`src/rtl/phase_step_decoder.sv`:
```
// Receive-side decoder for a 4-phase one-hot ring: synchronizes and debounces the phase
// lines, then tracks steps (direction, wrapping position) and flags illegal or skipped phases.
module phase_step_decoder #(
  parameter int STABLE_CYC = 2,
  parameter int POS_W      = 8
) (
  input  logic             C_IN,
  input  logic             RST_N,
  input  logic             Phase1,
  input  logic             Phase2,
  input  logic             Phase3,
  input  logic             Phase4,
  input  logic             CLR_ERR,
  output logic             STEP,
  output logic             DIR,
  output logic [POS_W-1:0] POS,
  output logic [1:0]       PH_IDX,
  output logic             LOCKED,
  output logic             ERR
);

  typedef enum logic [1:0] {
    S_SEARCH = 2'd0,
    S_TRACK  = 2'd1,
    S_FAULT  = 2'd2
  } state_t;

  localparam int                RUN_W   = $clog2(STABLE_CYC + 2);
  localparam logic [RUN_W-1:0]  RUN_ACC = RUN_W'(STABLE_CYC);
  localparam logic [RUN_W-1:0]  RUN_MAX = RUN_W'(STABLE_CYC + 1);

  logic [3:0]       phase_v;
  logic [3:0]       sync1_q, sync2_q;
  logic [RUN_W-1:0] run_q, run_d;
  state_t           state_q, state_d;
  logic             step_q, step_d;
  logic             dir_q, dir_d;
  logic [POS_W-1:0] pos_q, pos_d;
  logic [1:0]       ph_idx_q, ph_idx_d;
  logic             err_q, err_d;

  logic             accept;
  logic             cand_valid;
  logic             cand_illegal;
  logic [1:0]       cand_idx;
  logic [1:0]       delta;

  assign phase_v = {Phase4, Phase3, Phase2, Phase1};

  // Run length of the synchronized pattern saturates one past the threshold, so the
  // acceptance compare below is true for exactly one cycle per stable pattern.
  always_comb begin
    if (sync1_q == sync2_q) begin
      run_d = (run_q == RUN_MAX) ? run_q : run_q + RUN_W'(1);
    end else begin
      run_d = RUN_W'(1);
    end
  end

  assign accept = (run_q == RUN_ACC);

  always_comb begin
    cand_valid   = 1'b1;
    cand_illegal = 1'b0;
    cand_idx     = 2'd0;
    unique case (sync2_q)
      4'b0001: cand_idx = 2'd0;
      4'b0010: cand_idx = 2'd1;
      4'b0100: cand_idx = 2'd2;
      4'b1000: cand_idx = 2'd3;
      4'b0000: cand_valid = 1'b0;
      default: begin
        cand_valid   = 1'b0;
        cand_illegal = 1'b1;
      end
    endcase
  end

  // Modulo-4 distance from the current phase: 1 = forward, 3 = reverse, 2 = skipped phase.
  assign delta = cand_idx - ph_idx_q;

  // NOTE: every combinational output gets a default first so no path leaves it unassigned,
  // which would otherwise infer a latch.
  always_comb begin
    state_d  = state_q;
    step_d   = 1'b0;
    dir_d    = dir_q;
    pos_d    = pos_q;
    ph_idx_d = ph_idx_q;
    err_d    = err_q;
    unique case (state_q)
      S_SEARCH: begin
        if (accept && cand_valid) begin
          state_d  = S_TRACK;
          ph_idx_d = cand_idx;
        end else if (accept && cand_illegal) begin
          state_d = S_FAULT;
          err_d   = 1'b1;
        end
      end
      S_TRACK: begin
        if (accept && cand_illegal) begin
          state_d = S_FAULT;
          err_d   = 1'b1;
        end else if (accept && cand_valid) begin
          unique case (delta)
            2'd1: begin
              step_d   = 1'b1;
              dir_d    = 1'b1;
              pos_d    = pos_q + POS_W'(1);
              ph_idx_d = cand_idx;
            end
            2'd3: begin
              step_d   = 1'b1;
              dir_d    = 1'b0;
              pos_d    = pos_q - POS_W'(1);
              ph_idx_d = cand_idx;
            end
            2'd2: begin
              state_d = S_FAULT;
              err_d   = 1'b1;
            end
            default: ;
          endcase
        end
      end
      S_FAULT: begin
        if (CLR_ERR) begin
          state_d = S_SEARCH;
          err_d   = 1'b0;
        end
      end
      default: state_d = S_SEARCH;
    endcase
  end

  // NOTE: sequential state uses non-blocking assignments so all registers update together
  // from the values present before the edge.
  always_ff @(posedge C_IN) begin
    if (!RST_N) begin
      sync1_q  <= 4'b0000;
      sync2_q  <= 4'b0000;
      run_q    <= '0;
      state_q  <= S_SEARCH;
      step_q   <= 1'b0;
      dir_q    <= 1'b0;
      pos_q    <= '0;
      ph_idx_q <= 2'd0;
      err_q    <= 1'b0;
    end else begin
      sync1_q  <= phase_v;
      sync2_q  <= sync1_q;
      run_q    <= run_d;
      state_q  <= state_d;
      step_q   <= step_d;
      dir_q    <= dir_d;
      pos_q    <= pos_d;
      ph_idx_q <= ph_idx_d;
      err_q    <= err_d;
    end
  end

  assign STEP   = step_q;
  assign DIR    = dir_q;
  assign POS    = pos_q;
  assign PH_IDX = ph_idx_q;
  assign LOCKED = (state_q == S_TRACK);
  assign ERR    = err_q;

endmodule

```
`config.mk`:
```
export PLATFORM = sky130hd
export DESIGN_NAME = phase_step_decoder
export DESIGN_NICKNAME = d
export VERILOG_FILES = /design/src/rtl/phase_step_decoder.sv
export SDC_FILE = /design/constraint.sdc
export NUM_CORES = 1
export LEC_CHECK = 0
export ABC_AREA = 0
export CELL_PAD_IN_SITES_DETAIL_PLACEMENT = 0
export CELL_PAD_IN_SITES_GLOBAL_PLACEMENT = 1
export CORE_MARGIN = 1
export CORE_UTILIZATION = 42
export CTS_BUF_LIST = sky130_fd_sc_hd__clkbuf_8
export CTS_CLUSTER_SIZE = 14
export DETAILED_ROUTE_END_ITERATION = 10
export PLACE_DENSITY_LB_ADDON = 0.1
export SYNTH_ARGS = -nofsm -noshare
export SYNTH_HDL_FRONTEND = slang
export SYNTH_SLANG_ARGS = --single-unit
export TNS_END_PERCENT = 1
```
`constraint.sdc`:
```
create_clock -name C_IN -period 4.3 [get_ports C_IN]
set_input_delay 0.645 -clock C_IN [delete_from_list [all_inputs] [get_ports C_IN]]
set_output_delay 0.645 -clock C_IN [all_outputs]
set_load 0.005 [all_outputs]
```
==> out/metrics.cfg <==
[sta]
fin_skew_ns = 0.003409
rsz0062_at_grt = no
finalCritPeriodShare = 0.8167
fmax_mhz = 284.8
worst_pin_slew_ns = 0.6526
relSlewSlack = 0.5623
setup_tns_ns = 0
setup_violations = 0
min_period_ns = 3.512
hold_viol_final = 0
slew_viol_final = 0

[route]
wl_um = 2912
postRouteAntennaNets = 0
wire_per_inst_um = 13.00
num_vias = 1196
dr.pass1.iters = 4
drc_errors = 0
drt_iter0_markers = 59
via_per_inst = 5.339

[cts]
cts_resized = 0
clk_path_buf_depth = 2
cts_setup_buffers = 0
cts.htree.levels = 1
cts_tree = yes
cts_made_buffers = 3
postCtsHoldBufs = 0
cts.sinks = 25
clk_latency_ns = 0.27
cts_root_buf = clkbuf_8
clkTransAtPathRegs_ns = 0.09

[yosys]
yosysWarnings = 0
syn_area_um2 = 1433
synthFlopType = dfxtp_1
ys_types = 41
synth_edf_count = 0
async_flop_share = 0
ys_seq_area_frac = 0.3493
synth_nets = 174
netlist_instances = 163
syn-mean-instance-area_um2 = 8.789
ys_ff_latch = 25

[placement]
globalplace.congestion = 0.8685
dp_cells = 220
place_hpwl_um = 2071
portBuffers = 20

[setup_path]
crit_arrival_ns = 3.72
cp-end-kind = flop
cp-startpoint = sync2_q[1]
r2r-start = sync2_q[1]
worstPathRequired_ns = 4.50
worst-path-max-fanout = 7
path_class = flop to flop
ff2ff_path_depth = 13
cp-start-kind = flop

[layout]
seq_area_um2 = 500.5
syn2layout_area_growth_pct = 18.08
n_antenna_cell = 0
fillers = 318
drive_gt1_frac = 0.08333
final_common_cell = dfxtp_1
multi_input_area_um2 = 853.3
fin_nets = 192
finalNonFillerCells = 224
mostFrequentLayoutCells = 25 x dfxtp_1, 20 x clkdlybuf4s50_1, 15 x nand2_1

[power_and_ir_drop]
power.leakage_nw = 0.6337
power_mw = 0.4369
p_per_area_nw_per_um2 = 258.3
vdd_drop_max_mv = 0.1251

[die]
die_y_um = 60.41
start_util = 0.4544
io_pins = 21
core_um2 = 3153
die_w_um = 60.41
die_area_um2 = 3649
rows = 20

[global_routing]
antenna_found_initial = 0
grt-ovfl-total = 0
grt_pass1_wl_um = 4905
grt_usage = 0.1777
grt_max_degree = 30
grt_pass1_vias = 1117

[run_status]
status = finished, final reports clean

[flow_run]
drv_cap = 0

[min_path]
holdPathStages = 2
worstHoldStart = POS[7]
min_path_type = flop to flop

-- area by class of cell --
| cell class | count | share of cell area |
|---|---|---|
| clock inverter | 1 | 0.004438 |
| multi-input combinational | 123 | 0.5044 |
| clock buffer | 3 | 0.02441 |
| sequential | 25 | 0.2959 |
| tap | 44 | 0.03254 |
| inverter | 7 | 0.01553 |
| timing repair buffer | 21 | 0.1228 |
-- per-layer routing --
layer	part of all wire	up-vias	routed length, um	track usage
li1	-	614	-	-
met1	0.52	554	1511	0.2477
met2	0.43	26	1264	0.2669
met3	0.041	2	120	0.04478
met4	0.0052	0	15	0.05980
met5	0	-	0	0
-- worst max-delay path, cell delays in order, from the launching register on --
cell,delay [ns]
dfxtp_1,0.47
xnor2_1,0.11
or3_1,0.33
ha_1,0.20
xnor2_1,0.20
a211oi_1,0.60
nor2_1,0.16
xnor2_1,0.18
ha_1,0.24
and3_1,0.20
and3_1,0.15
nand3_1,0.07
a211oi_1,0.31
mux2i_1,0.21
-- sequential cells by signal, summed over array words and instances, names as in the netlist --
name and flops:
POS 8, sync1_q 4, sync2_q 4, PH_IDX 2, run_q 2, state_q 2
DIR 1, ERR 1, STEP 1
-- logic make-up (layout without fill, tap and decap cells) --
kind of cell / after synthesis / after routing / synth area share
and+or+nand+nor: 68 / 68 / 0.2603
AOI/OAI and AO/OA: 32 / 32 / 0.1756
muxes: 8 / 8 / 0.05590
xor gates and xnor gates: 10 / 10 / 0.06113
DFF: 25 / 25 / 0.3493
buffers and inverters: 15 / 32 / 0.05502
adders and majority gates: 5 / 5 / 0.04280
-- worst paths after layout --
path | endpoint | slack, ns
worst max-delay path | POS[6] | 0.79
worst min-delay path | POS[7] | 0.47
worst max register to register | POS[6] | 0.79
worst min register to register | POS[7] | 0.47
-- synthesized netlist by cell type (2+ instances only) --
cell type,count,area (um^2)
buf_6,3,33.78
inv_1,7,26.28
and2_1,9,56.30
nand3_1,8,40.04
nand2_1,15,56.30
a21oi_1,3,15.01
o21ai_1,4,20.02
or3_1,2,12.51
a211oi_1,3,22.52
nor2_1,7,26.28
or4_1,2,15.01
nand2b_1,6,37.54
o21ai_0,7,35.03
nor3_1,5,25.02
xnor2_1,4,35.03
dfxtp_1,25,500.5
xor2_1,6,52.55
clkbuf_1,5,18.77
ha_1,4,50.05
mux2i_1,8,80.08
and3_1,4,25.02
nor4_1,3,18.77
a211oi_2,5,62.56
-- metrics by stage --
| stage | setup slack, ns | hold slack, ns | util | instance area [um^2] |
|---|---|---|---|---|
| floorplan | 1.216 | 0.4542 | - | 1433 |
| global placement | 1.027 | 0.4544 | 0.5210 | 1643 |
| detailed placement | 0.8909 | 0.4623 | 0.5210 | 1643 |
| CTS | 0.8402 | 0.4763 | 0.5365 | 1692 |
| global route | 0.4394 | 0.4938 | 0.5365 | 1692 |
| finish | 0.7883 | 0.4740 | 0.5365 | 1692 |
-- report_power, final --
| part | internal, mW | switching [mW] |
|---|---|---|
| logic | 0.0242 | 0.0229 |
| clock network | 0.0656 | 0.0780 |
| registers | 0.239 | 0.00718 |
| total | 0.329 | 0.108 |
Power figures use the tool's default switching activity.
